===== src/rtl/store_merge_unit.sv =====
// Store-path merge unit: word stores write directly, while byte and halfword stores read-modify-write the target word.
// Define STORE_MISALIGN_TRAP_EN to trap misaligned half/word stores (done+exc, no memory access).
module store_merge_unit #(
  parameter int unsigned DATA_W  = 32,
  parameter int unsigned ADDR_W  = 32,
  parameter int unsigned MEM_LAT = 1
) (
  input  logic              clk,
  input  logic              reset_n,
  input  logic              req_valid,
  output logic              req_ready,
  input  logic [1:0]        req_size,
  input  logic [ADDR_W-1:0] req_addr,
  input  logic [DATA_W-1:0] req_data,
  output logic [ADDR_W-1:0] mem_addr,
  output logic              mem_rd,
  input  logic [DATA_W-1:0] mem_rdata,
  output logic              mem_wr,
  output logic [DATA_W-1:0] mem_wdata,
  output logic [DATA_W-1:0] merged_data,
  output logic              done,
  output logic              exc,
  output logic              busy
);

  localparam int unsigned OFF_W = $clog2(DATA_W / 8);
  localparam int unsigned NB    = DATA_W / 8;
  localparam int unsigned CNT_W = (MEM_LAT > 1) ? $clog2(MEM_LAT) : 1;

  localparam logic [1:0] SZ_NOP  = 2'b00;
  localparam logic [1:0] SZ_WORD = 2'b01;
  localparam logic [1:0] SZ_HALF = 2'b10;
  localparam logic [1:0] SZ_BYTE = 2'b11;

  typedef enum logic [2:0] {S_IDLE, S_READ, S_WAIT, S_WRITE, S_DONE} state_t;

  state_t              r_state;
  state_t              w_next;
  logic [CNT_W-1:0]    r_wait_cnt;
  logic [1:0]          r_size;
  logic [OFF_W-1:0]    r_off;
  logic [15:0]         r_data_lo;
  logic [ADDR_W-1:0]   r_mem_addr;
  logic [DATA_W-1:0]   r_mem_wdata;
  logic [DATA_W-1:0]   r_merged;
  logic                r_mem_rd;
  logic                r_mem_wr;
  logic                r_done;
  logic                r_exc;
  logic                r_busy;
  logic                w_accept;
  logic                w_misalign;
  logic [DATA_W-1:0]   w_merged;

  assign w_accept = req_valid && (r_state == S_IDLE);

`ifdef STORE_MISALIGN_TRAP_EN
  assign w_misalign = ((req_size == SZ_HALF) && req_addr[0]) ||
                      ((req_size == SZ_WORD) && (req_addr[OFF_W-1:0] != '0));
`else
  assign w_misalign = 1'b0;
`endif

  // Next-state logic
  always_comb begin
    w_next = r_state;
    case (r_state)
      S_IDLE: begin
        if (req_valid) begin
          if (w_misalign || (req_size == SZ_NOP)) w_next = S_DONE;
          else if (req_size == SZ_WORD)           w_next = S_WRITE;
          else                                     w_next = S_READ;
        end
      end
      S_READ:  w_next = S_WAIT;
      S_WAIT:  if (r_wait_cnt == CNT_W'(MEM_LAT - 1)) w_next = S_WRITE;
      S_WRITE: w_next = S_DONE;
      S_DONE:  w_next = S_IDLE;
      default: w_next = S_IDLE;
    endcase
  end

  // Little-endian lane merge of the latched source into the read word
  always_comb begin
    w_merged = mem_rdata;
    for (int unsigned i = 0; i < NB; i++) begin
      if ((r_size == SZ_BYTE) && (r_off == OFF_W'(i))) begin
        w_merged[8*i +: 8] = r_data_lo[7:0];
      end else if ((r_size == SZ_HALF) && (r_off[OFF_W-1:1] == (OFF_W-1)'(i >> 1))) begin
        w_merged[8*i +: 8] = r_data_lo[8*(i%2) +: 8];
      end
    end
  end

  always_ff @(posedge clk or negedge reset_n) begin
    if (!reset_n) r_state <= S_IDLE;
    else          r_state <= w_next;
  end

  always_ff @(posedge clk or negedge reset_n) begin
    if (!reset_n) begin
      r_wait_cnt <= '0;
      r_size     <= SZ_NOP;
      r_off      <= '0;
      r_data_lo  <= '0;
    end else begin
      r_wait_cnt <= (r_state == S_WAIT) ? r_wait_cnt + CNT_W'(1) : '0;
      if (w_accept) begin
        r_size    <= req_size;
        r_off     <= req_addr[OFF_W-1:0];
        r_data_lo <= req_data[15:0];
      end
    end
  end

  // Outputs are registered from the next state so strobes line up with their state
  always_ff @(posedge clk or negedge reset_n) begin
    if (!reset_n) begin
      r_mem_rd    <= 1'b0;
      r_mem_wr    <= 1'b0;
      r_done      <= 1'b0;
      r_exc       <= 1'b0;
      r_busy      <= 1'b0;
      r_mem_addr  <= '0;
      r_mem_wdata <= '0;
      r_merged    <= '0;
    end else begin
      r_mem_rd <= (w_next == S_READ);
      r_mem_wr <= (w_next == S_WRITE);
      r_done   <= (w_next == S_DONE);
      r_exc    <= w_accept && w_misalign;
      r_busy   <= (w_next != S_IDLE);
      if (w_accept) r_mem_addr <= {req_addr[ADDR_W-1:OFF_W], OFF_W'(0)};
      if ((r_state == S_IDLE) && (w_next == S_WRITE)) begin
        r_mem_wdata <= req_data;
        r_merged    <= req_data;
      end else if ((r_state == S_WAIT) && (w_next == S_WRITE)) begin
        r_mem_wdata <= w_merged;
        r_merged    <= w_merged;
      end
    end
  end

  assign req_ready   = (r_state == S_IDLE);
  assign mem_addr    = r_mem_addr;
  assign mem_rd      = r_mem_rd;
  assign mem_wr      = r_mem_wr;
  assign mem_wdata   = r_mem_wdata;
  assign merged_data = r_merged;
  assign done        = r_done;
  assign exc         = r_exc;
  assign busy        = r_busy;

endmodule

===== config.mk =====
export PLATFORM = sky130hd
export DESIGN_NAME = store_merge_unit
export DESIGN_NICKNAME = d
export VERILOG_FILES = /design/src/rtl/store_merge_unit.sv
export SDC_FILE = /design/constraint.sdc
export NUM_CORES = 1
export LEC_CHECK = 0
export ABC_AREA = 1
export BUFFER_PORTS_ARGS = -buffer_cell sky130_fd_sc_hd__buf_4
export CORE_MARGIN = 8
export CORE_UTILIZATION = 50
export CTS_BUF_LIST = sky130_fd_sc_hd__clkbuf_8
export CTS_CLUSTER_SIZE = 40
export DETAILED_ROUTE_END_ITERATION = 16
export PLACE_DENSITY = 0.83
export SYNTH_ARGS = -nofsm -noshare
export SYNTH_HDL_FRONTEND = slang
export SYNTH_SLANG_ARGS = --single-unit

===== constraint.sdc =====
create_clock -name clk -period 1.6 [get_ports clk]
set_clock_uncertainty 0.15 [all_clocks]
set_input_delay 0.08 -clock clk [delete_from_list [all_inputs] [get_ports clk]]
set_output_delay 0.08 -clock clk [all_outputs]
set_load 0.03 [all_outputs]

After elaboration in Yosys (flattened, before gate mapping)
Index checks and enable logic that the tools add are counted.
{"block": "word_totals", "out_inout_bits": 102, "wordCells": 55, "register_bits": 90, "inputBits": 101}
{"block": "classes", "n_eq_ne": 12, "n_mux": 16, "n_bitwise": 1, "add_sub_neg": 1, "n_reduce_logical": 14}
{"cell": "32-bit 2-to-1 mux", "count": 2}
{"cell": "8-bit 2-to-1 mux", "count": 8}
{"cell": "3-bit one-hot mux with 4 select lines", "count": 1}
{"cell": "3-bit by 2-bit equality test with 1-bit output, second input constant", "count": 3}
{"cell": "1-bit logical AND", "count": 9}
{"cell": "3-bit 2-to-1 mux", "count": 3}
{"cell": "2-bit equality test, second input constant", "count": 4}
{"cell": "3-bit by 1-bit equality test with 1-bit output, second input constant", "count": 2}
{"cell": "2-bit by 1-bit equality test with 1-bit output, second input constant", "count": 2}
{"cell": "2-bit zero test", "count": 2}
{"cell": "3-bit equality test, second input constant", "count": 1}
{"cell": "3-bit zero test", "count": 1}
{"cell": "3-bit nonzero test", "count": 1}
{"cell": "2-bit 2-to-1 mux", "count": 1}
{"cell": "2-bit nonzero test", "count": 1}
{"cell": "1-bit adder, second input constant", "count": 1}
{"cell": "1-bit 2-to-1 mux", "count": 1}
{"cell": "1-bit inverter", "count": 1}

Logic depth before layout (Yosys ltp)
{"block": "depth", "depth_word": 9, "ltp_mapped": 11, "mapped_depth_nobuf": 9}

Worst setup path before layout
Ideal clock, no wire load.
{"block": "synth_timing", "path_kind": "register to register", "start": "register r_state[0]", "end": "register r_merged[22] (netlist: merged_data[22])", "period_less_slack_ps": 1487, "t_required_ps": 1333, "path_slack_ps": 113, "arrival_time_ps": 1219, "stages_incl_launch_ff": 10, "setup_time_ps": 117, "path_cell_list": "dfrtp_1 -> inv_1 -> nand2_1 -> nor2_2 -> buf_4 -> inv_2 -> buf_6 -> or2_0 -> nand3_1 -> nand2_1"}
{"block": "synth_via", "elab_chain_cells": 5, "elab_cells_between_ends": 12, "classes_between": "4 x eq/ne; 4 x mux; 4 x reduce/logical"}
{"element": "start: declaration", "line": "37", "rtl": "state_t r_state;"}
{"element": "start signal: assignment", "line": "97", "rtl": "else r_state <= w_next;"}
{"element": "3-bit by 2-bit equality test with 1-bit output, or another cell as far along", "line": "67", "rtl": "case (r_state)"}
{"element": "3-bit one-hot mux with 4 select lines", "line": "67"}
{"element": "3-bit by 2-bit equality test with 1-bit output", "line": "134, 137"}
{"element": "1-bit logical AND (on tied branches)", "line": "134, 137"}
{"element": "32-bit 2-to-1 mux / 2-bit nonzero test (equally long branches)"}
{"element": "end signal: assignment", "line": "136", "rtl": "r_merged <= req_data;"}
{"element": "end signal: assignment", "line": "139", "rtl": "r_merged <= w_merged;"}
{"element": "end: declaration", "line": "45", "rtl": "logic [DATA_W-1:0] r_merged;"}
Parallel ways exist; a longest one is shown, timed or not.
A chain may end at the register's enable or synchronous reset.

Final worst setup path
{"block": "layout_timing", "start": "register r_state[0]", "end": "register r_data_lo[2]"}
{"block": "layout_via", "elab_chain_cells": 2}
{"element": "3-bit zero test", "line": "55", "rtl": "assign w_accept = req_valid && (r_state == S_IDLE);"}
{"element": "1-bit logical AND", "line": "55"}
{"element": "end signal: assignment", "line": "111", "rtl": "r_data_lo <= req_data[15:0];"}
{"element": "end: declaration", "line": "42", "rtl": "logic [15:0] r_data_lo;"}
Every way passes these cells.

==> summary.md <==
| Metric | Value |
|---|---|
| Reg2Reg Setup Slack | -0.06 ns |
| Bufs on Longest Clock Path | 2 |
| Final ANT Viol Nets | 0 |
| Reg2Reg Depth | 7 |
| DRT Wirelength | 20700 um |
| Clock root buffer | clkbuf_8 |
| Total GRT Usage | 28.9% |
| Post-route setup slack | -0.0601 ns |
| CTS tree | yes |
| Clk_lat worst skew | 0.37 ns |
| Reg-to-reg endpoint | r_data_lo[2] |
| Final Hold Fails | 0 |
| Remaining Overflow, GRT | 0 |
| Post-synth top area cell | dfrtp_1 |
| Pleak | 4.31 nW |
| Synth top area cells | dfrtp_1 46%, nand3_1 17%, nand2_1 15% |
| Crit-path cells | inv_2 > nand2_4 > nor2_4 > buf_6 > nand2_2 > clkbuf_16 > o21ai_0 |
| Num CTS Buffers | 9 |
| Worst Hold Margin | 0.0166 ns |
| WHS Path Cells | 7 |
| Max_slew headroom | 66.5% |
| Count of cell types in the netlist | 26 |
| Drt drc | 0 |
| Multiplexer share of the synthesized area | 0% |
| Power density cells | 2150 nW/um2 |
| Worst path max stage delay | 0.40 ns |
| CP arrival | 1.78 ns |
| CP Launch Type | register |
| TNS Setup | -0.318 ns |
| First-pass GRT wire length | 30200 um |
| Max cap viols | 0 |
| Post-Synth XOR/XNOR Area | 0% |
| Fmax | 602 MHz |
| Final slew viol count | 0 |
| Multi-input gate area | 2130 um2 |
| Hold Path Class | input port to register |
| Seq/Total Area, Yosys | 45.8% |
| PortBufs | 199 |
| Final setup fails | 10 |
| DR iter-0 viols | 665 |
| Vias | 5953 |
| Routability congestion estimate | 0.911 |
| Die width | 115 um |
| Failing checks | setup timing |
| Simple-Gate Fraction of Synth Area | 36.6% |
| Top-area cell type share of the netlist area | 45.8% |
| Outcome | finished, violations left |
| Mapped cell area | 4920 um2 |
| Peak supply drop | 1.45 mV |
| Worst r2r src | r_state[0] |
| CP delay by family, top | buffers and inverters |
| Initial Util | 50.8% |
| #FFs+latches synth | 90 |
| Area growth syn-to-layout | 62.2% |
| # nets final | 1031 |
| CTS H-Tree Depth | 3 |
| CP max stage cell | dfrtp_1 |
| Row Count | 36 |
| Layout cells sized above 1 | 32.2% |
| Crit Path Class | register to register |
| Crit end category | register |
| Post-synthesis compound-gate area fraction | 3.54% |
| Worst-path fanout max | 29 |
| WP data required | 1.72 ns |
| RSZ-0062 raised after global routing | yes |
| CP bufs+invs | 3 |
| HP Start | mem_rdata[30] |
| Die height | 115 um |
| Tmin final | 1.66 ns |
| DR pass1 iterations | 8 |
| Tcrit/Tclk final | 104% |
| Synth warn | 0 |
| Post-DP HPWL | 11800 um |
| Clock sinks | 90 |
| Fin area | 7980 um2 |
| Clk slew on worst S/H paths | 0.09 ns |
| Endpoint, Worst Hold | merged_data[30] |
| Wire length per cell | 19.3 um |
| Die ar. | 13300 um2 |
| Number of global-route vias before repair | 5821 |
| Io pins | 203 |
| Main combinational cell family by area after synthesis | simple AND/OR/NAND/NOR gates |
| Core ar. | 9680 um2 |
| Gate Count Post-Synth | 655 |
| Largest net degree at the start of global routing | 91 |
| Sequential Area | 2250 um2 |
| Adder-cell share of the synthesized area | 0% |
| DP Worst Slack | -0.0117 ns |
| Worst slew pin tran | 0.502 ns |
| Fillers | 536 |
| Placed Area | 6390 um2 |
| Vias per cell | 5.57 |
| Antenna violations before repair | 1 |
| Pwr Total | 17.2 mW |
| Synth Area per Inst | 7.51 um2 |
==> per-stage QoR <==
step | cells | utilization [%]
floorplan | 657 | -
global placement | 944 | 66.0
detailed placement | 944 | 66.0
CTS | 1061 | 79.3
global route | 1069 | 82.4
finish | 1069 | 82.4
==> placed cells by master, fill, tap and decap left out, types with 2 or more instances in the layout <==
master           n
a21oi_1          7
a21oi_2          6
buf_12           8
buf_4          216
buf_6            5
buf_8            2
clkbuf_16        6
clkbuf_8        10
clkinv_2         2
conb_1           3
dfrtp_1         88
dfrtp_2          2
dlygate4sd3_1   94
inv_1           54
inv_2            4
inv_6            2
nand2_1        196
nand2_2          6
nand2_4          3
nand2_8          2
nand3_1        147
nand3_2         17
nand3b_1         8
nor2_1          18
nor2_4           2
o21ai_0         13
o21ai_1          2
==> layer usage <==
metal	wire length (um)	vias to the layer above	GRT usage, %
li1	-	2609	-
met1	7200	2747	33.5
met2	9690	473	48.1
met3	2670	124	8.77
met4	1120	0	13.7
met5	0	-	0
==> state kept, by name, summed over array words and instances (netlist names), 2 cells and up <==
name and flops:
r_off 2, merged_data 32, r_data_lo 16, r_state 3, mem_addr 30, r_size 2
==> Yosys cell counts (all sizes together) <==
cell type	number
a31oi	1
nand3	164
nand4	1
dfrtp	90
buf	59
a21oi	14
o21ai	15
clkinv	1
nand3b	8
nor2	21
nand2	207
clkbuf	11
conb	1
inv	59
or2	3
==> worst min-delay path: stages <==
cell and delay, ns:
buf_4 0.08, inv_1 0.03, nand2_1 0.05, nand3_1 0.07, nand3_1 0.09, nand2_1 0.06, nand2_1 0.05
==> layout make-up <==
cell class	instances	share of cell area, %
Antenna cell	1	0.0314
Timing Repair Buffer	332	37.4
Clock inverter	6	0.816
Tap cell	133	2.09
Inverter	60	2.89
Multi-Input combinational cell	437	26.7
Sequential cell	90	28.3
Clock buffer	10	1.73
==> how the worst max path moves through the flow <==
stage | cells after the start | from | slack, ns | to
2_1_floorplan | 9 | r_state[0] | 0.11 | merged_data[22]
3_3_place_gp | 7 | r_state[1] | 0.06 | merged_data[14]
3_5_place_dp | 8 | r_state[2] | -0.01 | r_size[1]
4_1_cts | 6 | r_state[0] | -0.009 | req_ready
5_1_grt | 7 | r_state[0] | -0.12 | r_data_lo[6]
6_report | 7 | r_state[0] | -0.06 | r_data_lo[2]
==> report_power, final <==
part | switching (mW) | internal, mW
combinational | 6.90 | 4.26
clock | 0.851 | 0.768
sequential | 1.00 | 3.39
==> cell families after synthesis <==
family          Yosys count
simple gates            404
buf+inv                 130
flops                    90
compound gates           30
other cells               1
==> timing repair <==
item	in CTS	in global routing
gates cloned	2	6
hold buffers	94	0
pin swaps	2	12
endpoints found under the setup margin	8	72
buffers inserted	5	2
resized for setup	12	39
endpoints found under the hold margin	174	0
No activity file was read; power rests on OpenSTA's default activity.
